==> src/rtl/rv_plic_claim_agent_if.sv <==
// TL-UL channel types and the host<->device bundle used by the PLIC claim agent.
// The bundle keeps the channel names tl_o (host to device) and tl_i (device to host).
package tlul_pkg;

  typedef enum logic [2:0] {
    PutFullData    = 3'h0,
    PutPartialData = 3'h1,
    Get            = 3'h4
  } tl_a_op_e;

  typedef enum logic [2:0] {
    AccessAck     = 3'h0,
    AccessAckData = 3'h1
  } tl_d_op_e;

  typedef struct packed {
    logic        a_valid;
    tl_a_op_e    a_opcode;
    logic [2:0]  a_param;
    logic [1:0]  a_size;
    logic [7:0]  a_source;
    logic [31:0] a_address;
    logic [3:0]  a_mask;
    logic [31:0] a_data;
    logic [15:0] a_user;
    logic        d_ready;
  } tl_h2d_t;

  typedef struct packed {
    logic        d_valid;
    tl_d_op_e    d_opcode;
    logic [2:0]  d_param;
    logic [1:0]  d_size;
    logic [7:0]  d_source;
    logic        d_sink;
    logic [31:0] d_data;
    logic [15:0] d_user;
    logic        d_error;
    logic        a_ready;
  } tl_d2h_t;

endpackage

interface rv_plic_claim_agent_if;
  import tlul_pkg::*;

  tl_h2d_t tl_o;
  tl_d2h_t tl_i;

  modport master (output tl_o, input tl_i);
  modport slave  (input tl_o, output tl_i);
endinterface

==> src/rtl/rv_plic_claim_agent.sv <==
// Hart-side PLIC claim/complete agent: reads CC to claim, hands the ID to the core,
// then writes the same ID back to CC once the handler reports completion.
module rv_plic_claim_agent
  import tlul_pkg::*;
#(
  parameter logic [31:0] CC_ADDR = 32'h0C20_0004,
  parameter int unsigned ID_W    = 7,
  parameter logic [7:0]  TL_SRC  = 8'd0
) (
  input  logic                   clk_i,
  input  logic                   rst_i,
  input  logic                   en_i,
  input  logic                   irq_i,
  input  logic [ID_W-1:0]        irq_id_i,
  rv_plic_claim_agent_if.master  tl,
  output logic                   int_valid_o,
  output logic [ID_W-1:0]        int_id_o,
  input  logic                   int_ready_i,
  input  logic                   int_done_i,
  output logic                   busy_o,
  output logic                   err_o,
  input  logic                   err_clr_i
);

  typedef enum logic [2:0] {
    IDLE,
    CLAIM_REQ,
    CLAIM_RSP,
    DELIVER,
    SERVICE,
    COMPL_REQ,
    COMPL_RSP
  } state_e;

  state_e          state_q, state_d;
  logic [ID_W-1:0] id_q, id_d;
  logic            err_q, err_d;
  logic            err_set;
  tl_h2d_t         tl_h2d;

  // NOTE: every comb output gets a default first so no path can infer a latch.
  always_comb begin
    state_d = state_q;
    id_d    = id_q;
    err_set = 1'b0;
    unique case (state_q)
      IDLE:      if (en_i && irq_i) state_d = CLAIM_REQ;
      CLAIM_REQ: if (tl.tl_i.a_ready) state_d = CLAIM_RSP;
      CLAIM_RSP: begin
        if (tl.tl_i.d_valid) begin
          if (tl.tl_i.d_error) begin
            err_set = 1'b1;
            state_d = IDLE;
          end else begin
            id_d    = tl.tl_i.d_data[ID_W-1:0];
            // ID 0 means nothing was pending for us: there is nothing to complete.
            state_d = (id_d == '0) ? IDLE : DELIVER;
          end
        end
      end
      DELIVER:   if (int_ready_i) state_d = SERVICE;
      SERVICE:   if (int_done_i) state_d = COMPL_REQ;
      COMPL_REQ: if (tl.tl_i.a_ready) state_d = COMPL_RSP;
      COMPL_RSP: begin
        if (tl.tl_i.d_valid) begin
          err_set = tl.tl_i.d_error;
          state_d = IDLE;
        end
      end
      default:   state_d = IDLE;
    endcase
    err_d = err_set | (err_q & ~err_clr_i);
  end

  // Channel A is decoded purely from registered state, so a_valid and its fields
  // stay put for as long as the device withholds a_ready.
  always_comb begin
    tl_h2d = '0;
    unique case (state_q)
      CLAIM_REQ, COMPL_REQ: begin
        tl_h2d.a_valid   = 1'b1;
        tl_h2d.a_opcode  = (state_q == CLAIM_REQ) ? Get : PutFullData;
        tl_h2d.a_size    = 2'd2;
        tl_h2d.a_mask    = 4'hF;
        tl_h2d.a_source  = TL_SRC;
        tl_h2d.a_address = CC_ADDR;
        if (state_q == COMPL_REQ) tl_h2d.a_data = {{(32-ID_W){1'b0}}, id_q};
      end
      CLAIM_RSP, COMPL_RSP: tl_h2d.d_ready = 1'b1;
      default: ;
    endcase
  end

  // NOTE: state flops use non-blocking assignments so every flop samples pre-edge values.
  always_ff @(posedge clk_i or posedge rst_i) begin
    if (rst_i) begin
      state_q <= IDLE;
      id_q    <= '0;
      err_q   <= 1'b0;
    end else begin
      state_q <= state_d;
      id_q    <= id_d;
      err_q   <= err_d;
    end
  end

  assign tl.tl_o     = tl_h2d;
  assign int_valid_o = (state_q == DELIVER);
  assign int_id_o    = id_q;
  assign busy_o      = (state_q != IDLE);
  assign err_o       = err_q;

  // Response fields and the PLIC's advertised ID are informational only here.
  logic unused_inputs;
  assign unused_inputs = ^{irq_id_i, tl.tl_i.d_opcode, tl.tl_i.d_param, tl.tl_i.d_size,
                           tl.tl_i.d_source, tl.tl_i.d_sink, tl.tl_i.d_user,
                           tl.tl_i.d_data[31:ID_W]};

endmodule

==> src/flat_wrapper.sv <==
// flat-port wrapper written by rule: the top's interface ports become plain ports
module rv_plic_claim_agent_flat import tlul_pkg::*;
#(
  parameter logic [31:0] CC_ADDR = 32'h0C20_0004,
  parameter int unsigned ID_W    = 7,
  parameter logic [7:0]  TL_SRC  = 8'd0
)
  (clk_i, rst_i, en_i, irq_i, irq_id_i, int_valid_o, int_id_o, int_ready_i, int_done_i, busy_o, err_o, err_clr_i, tl_tl_o, tl_tl_i);
  rv_plic_claim_agent_if tl_i ();
  input  logic clk_i;
  input  logic rst_i;
  input  logic en_i;
  input  logic irq_i;
  input  logic [ID_W-1:0] irq_id_i;
  output logic int_valid_o;
  output logic [ID_W-1:0] int_id_o;
  input  logic int_ready_i;
  input  logic int_done_i;
  output logic busy_o;
  output logic err_o;
  input  logic err_clr_i;
  output wire logic [$bits(tl_i.tl_o)-1:0] tl_tl_o;
  input wire logic [$bits(tl_i.tl_i)-1:0] tl_tl_i;
  assign tl_tl_o = tl_i.tl_o;
  assign tl_i.tl_i = tl_tl_i;
  rv_plic_claim_agent #(.CC_ADDR(CC_ADDR), .ID_W(ID_W), .TL_SRC(TL_SRC)) u_core (.clk_i(clk_i), .rst_i(rst_i), .en_i(en_i), .irq_i(irq_i), .irq_id_i(irq_id_i), .tl(tl_i), .int_valid_o(int_valid_o), .int_id_o(int_id_o), .int_ready_i(int_ready_i), .int_done_i(int_done_i), .busy_o(busy_o), .err_o(err_o), .err_clr_i(err_clr_i));
endmodule
==> config.mk <==
export PLATFORM = sky130hd
export DESIGN_NAME = rv_plic_claim_agent_flat
export DESIGN_NICKNAME = d
export VERILOG_FILES = /design/src/rtl/rv_plic_claim_agent_if.sv /design/src/rtl/rv_plic_claim_agent.sv /design/src/flat_wrapper.sv
export SDC_FILE = /design/constraint.sdc
export NUM_CORES = 1
export LEC_CHECK = 0
export CAP_MARGIN = 20
export CORE_MARGIN = 5
export CORE_UTILIZATION = 24
export DETAILED_ROUTE_END_ITERATION = 7
export PLACE_DENSITY_LB_ADDON = 0.3
export SLEW_MARGIN = 20
export SYNTH_ARGS = -nofsm -noshare
export SYNTH_HDL_FRONTEND = slang
export SYNTH_SLANG_ARGS = --single-unit
==> constraint.sdc <==
create_clock -name clk_i -period 1.6 [get_ports clk_i]
set_input_delay 0.32 -clock clk_i [delete_from_list [all_inputs] [get_ports clk_i]]
set_output_delay 0.32 -clock clk_i [all_outputs]
set_load 0.01 [all_outputs]
==> results.json <==
{
  "clk_pin_slew_ns": 0.05,
  "cts_root_buf": "clkbuf_8",
  "cts_tree": "done",
  "path_delay_family": "flip-flops",
  "worst-path-buf-inv": 3,
  "final_layout_size_suffix_gt1_frac": 0.328,
  "syn_area_mm2": 0.00130,
  "die_w_um": 83.7,
  "ioPinCount": 194,
  "clock_sink_count": 11,
  "cp_cell_sequence": "buf_6 > buf_6 > or3_4 > buf_6",
  "insertion_delay_ns": 0.23,
  "tns_ns": -0.328,
  "crit_type": "flop to primary output",
  "routabilityCongestion": 0.709,
  "cp-end-kind": "primary output",
  "dieHeight_um": 83.7,
  "first_pass_iters": 3,
  "finClkSkew_ns": 0.00317,
  "grt_setup_unrepaired": "yes",
  "grt_pass1_wl_um": 4480,
  "vias_per_cell": 3.30,
  "met2RoutedLength_um": 1470,
  "cpMostUsedCell": "buf_6",
  "fin_crit_ns": 1.68,
  "arrival_ns": 1.36,
  "detailedPlace.worstSlack_ns": -0.401,
  "final_common_cell": "conb_1",
  "postRouteAntennaNets": 0,
  "slowest_stage": "dfrtp_1",
  "reg2reg_slack_ns": 0.05,
  "grt_pass1_vias": 897,
  "drv_cap": 0,
  "start_util": 0.250,
  "worstHoldPathType": "primary input to asynchronous set/reset pin",
  "num_vias": 903,
  "post_drt_wl_per_cell_um": 11.0,
  "cts_buffers": 3,
  "core-area_mm2": 0.00520,
  "dr.first_iter.drc_count": 12,
  "dpl.hpwl_um": 2480,
  "r2r-start": "u_core.state_q[0]$_DFFE_PP0P_",
  "finalWirelength_um": 3020,
  "reg2reg_to": "u_core.int_id_o[0]$_DFFE_PP0P_",
  "die_area_mm2": 0.00700,
  "hold_viol": 0,
  "rows": 26,
  "required_ns": 1.28,
  "area_growth_pct": 35.8,
  "port_buffers": 45,
  "cts_max_path_buffers": 2,
  "n_antenna_cell": 0,
  "p_per_area_mw_per_mm2": 1390,
  "htree_levels": 1,
  "crit_path_start_kind": "flop",
  "slew_viol_final": 0,
  "ys_seq_area_frac": 0.211,
  "period_share": 1.05,
  "post_dp_cell_area_mm2": 0.00156,
  "status": "finished, violations left",
  "mostFrequentLayoutCells": "conb_1 (83), buf_6 (31), clkdlybuf4s50_1 (20), dfrtp_1 (11), buf_4 (8)",
  "timing.fmax_ghz": 0.595,
  "drc": 0,
  "slowest_delay_ns": 0.39,
  "cp_max_fo": 2,
  "routed.top_layer": "met4",
  "final-setup-viol-count": 14,
  "finish.utilization": 0.340,
  "fin_area_mm2": 0.00177,
  "antenna_found_initial": 0,
  "ff2ff_path_depth": 6,
  "peakVddDrop_v": 0.000519,
  "synth_area_per_cell_um2": 8.86,
  "wl_met3_um": 421,
  "hold_buffers": 0,
  "nFillCells": 544,
  "synthCells": 147,
  "grt-ovfl-total": 0,
  "grt_usage": 0.0789,
  "ys_ff_latch": 11,
  "yosysWarnings": 0,
  "routedLengthMet1_um": 1110,
  "nNetsFinal": 287,
  "layout_setup_ws_ns": -0.0799,
  "yosysUniqueCellTypes": 27,
  "grt_max_degree": 12,
  "p_leak_nw": 0.965,
  "violations": "negative setup slack"
}
-- logic make-up (layout without fill, tap and decap cells) --
kind of cell	count (synthesis)	after routing	synth area share
other	1	83	0.00288
buffers and inverters	98	73	0.550
and+or+nand+nor	19	19	0.0951
AOI/OAI and AO/OA	11	11	0.0797
DFF	11	11	0.211
muxes	7	7	0.0605
-- repair_timing --
action / in CTS / in global routing
gates cloned: 1 / 0
pin swaps: 6 / 4
endpoints found under the setup margin: 23 / 30
setup buffers: 4 / 1
gates resized for setup: 103 / 39
-- worst register-to-register path: cells and delay by family (launching register included) --
family	cells	cell delay, ns
mux	1	0.30
flops	1	0.39
simple gates	2	0.35
buf+inv	3	0.40
-- power by group --
part / internal (mW) / switching (mW)
Clock: 0.171 / 0.105
Combinational: 1.02 / 0.672
Sequential: 0.401 / 0.0997
Total: 1.59 / 0.878
-- stage by stage --
step                total power, mW  std cells  hold WS [ns]
floorplan                      1.33        229         0.172
global placement               1.83        264         0.476
detailed placement             1.85        264         0.484
CTS                            2.16        273         0.399
global route                   2.63        274         0.446
finish                         2.47        274         0.395
-- how the worst max path moves through the flow --
stage / from / endpoint / slack, ns / depth (start not counted)
after detailed placement: tl_tl_i[19] / u_core.state_q[0]$_DFFE_PP0P_ / -0.40 / 5
after global placement: tl_tl_i[19] / u_core.state_q[0]$_DFFE_PP0P_ / -0.40 / 5
final: u_core.state_q[1]$_DFFE_PP0P_ / busy_o / -0.08 / 4
after global routing: u_core.state_q[1]$_DFFE_PP0P_ / busy_o / -0.12 / 4
after CTS: u_core.state_q[0]$_DFFE_PP0P_ / busy_o / -0.08 / 4
after floorplan: u_core.state_q[0]$_DFFE_PP0P_ / tl_tl_o[100] / 0.003 / 4
-- state kept, by name, indices dropped and copies added (netlist names) --
signal,cells
u_core.err_o,1
u_core.int_id_o,7
u_core.state_q,3
-- area by class of cell --
type | count | area [um^2] | share of cell area
inverters | 3 | 11.3 | 0.00636
clock buffers | 3 | 41.3 | 0.0233
well taps | 70 | 87.6 | 0.0495
repair buffers | 66 | 661 | 0.373
clock inverters | 1 | 5.00 | 0.00283
multi-input cells | 120 | 688 | 0.389
flip-flops and latches | 11 | 275 | 0.156
-- layer usage --
metal | up-vias | GRT usage
li1 | 416 | -
met1 | 404 | 0.0899
met2 | 81 | 0.137
met3 | 2 | 0.0267
met4 | 0 | 0.0263
met5 | - | 0
-- synthesized netlist by cell type --
cell,instances,area share
nor2b_1,2,0.0096
clkbuf_1,2,0.0058
mux2_2,6,0.052
nand2_1,1,0.0029
o31ai_1,1,0.0058
nand3_1,1,0.0038
mux2_1,1,0.0086
dfrtp_1,11,0.21
nor2_1,1,0.0029
or2_4,1,0.0067
buf_4,93,0.54
nor3b_1,1,0.0058
conb_1,1,0.0029
and2b_1,2,0.012
a21boi_1,1,0.0058
a32o_1,1,0.0077
a211o_1,1,0.0067
or4_4,1,0.0086
o21ai_0,1,0.0038
a22o_1,2,0.013
a211oi_1,2,0.012
inv_1,3,0.0086
and3_1,7,0.034
o41ai_4,1,0.021
o21ai_1,1,0.0038
or3_1,1,0.0048
nor2_2,1,0.0048
No activity file was read; power rests on OpenSTA's default activity.
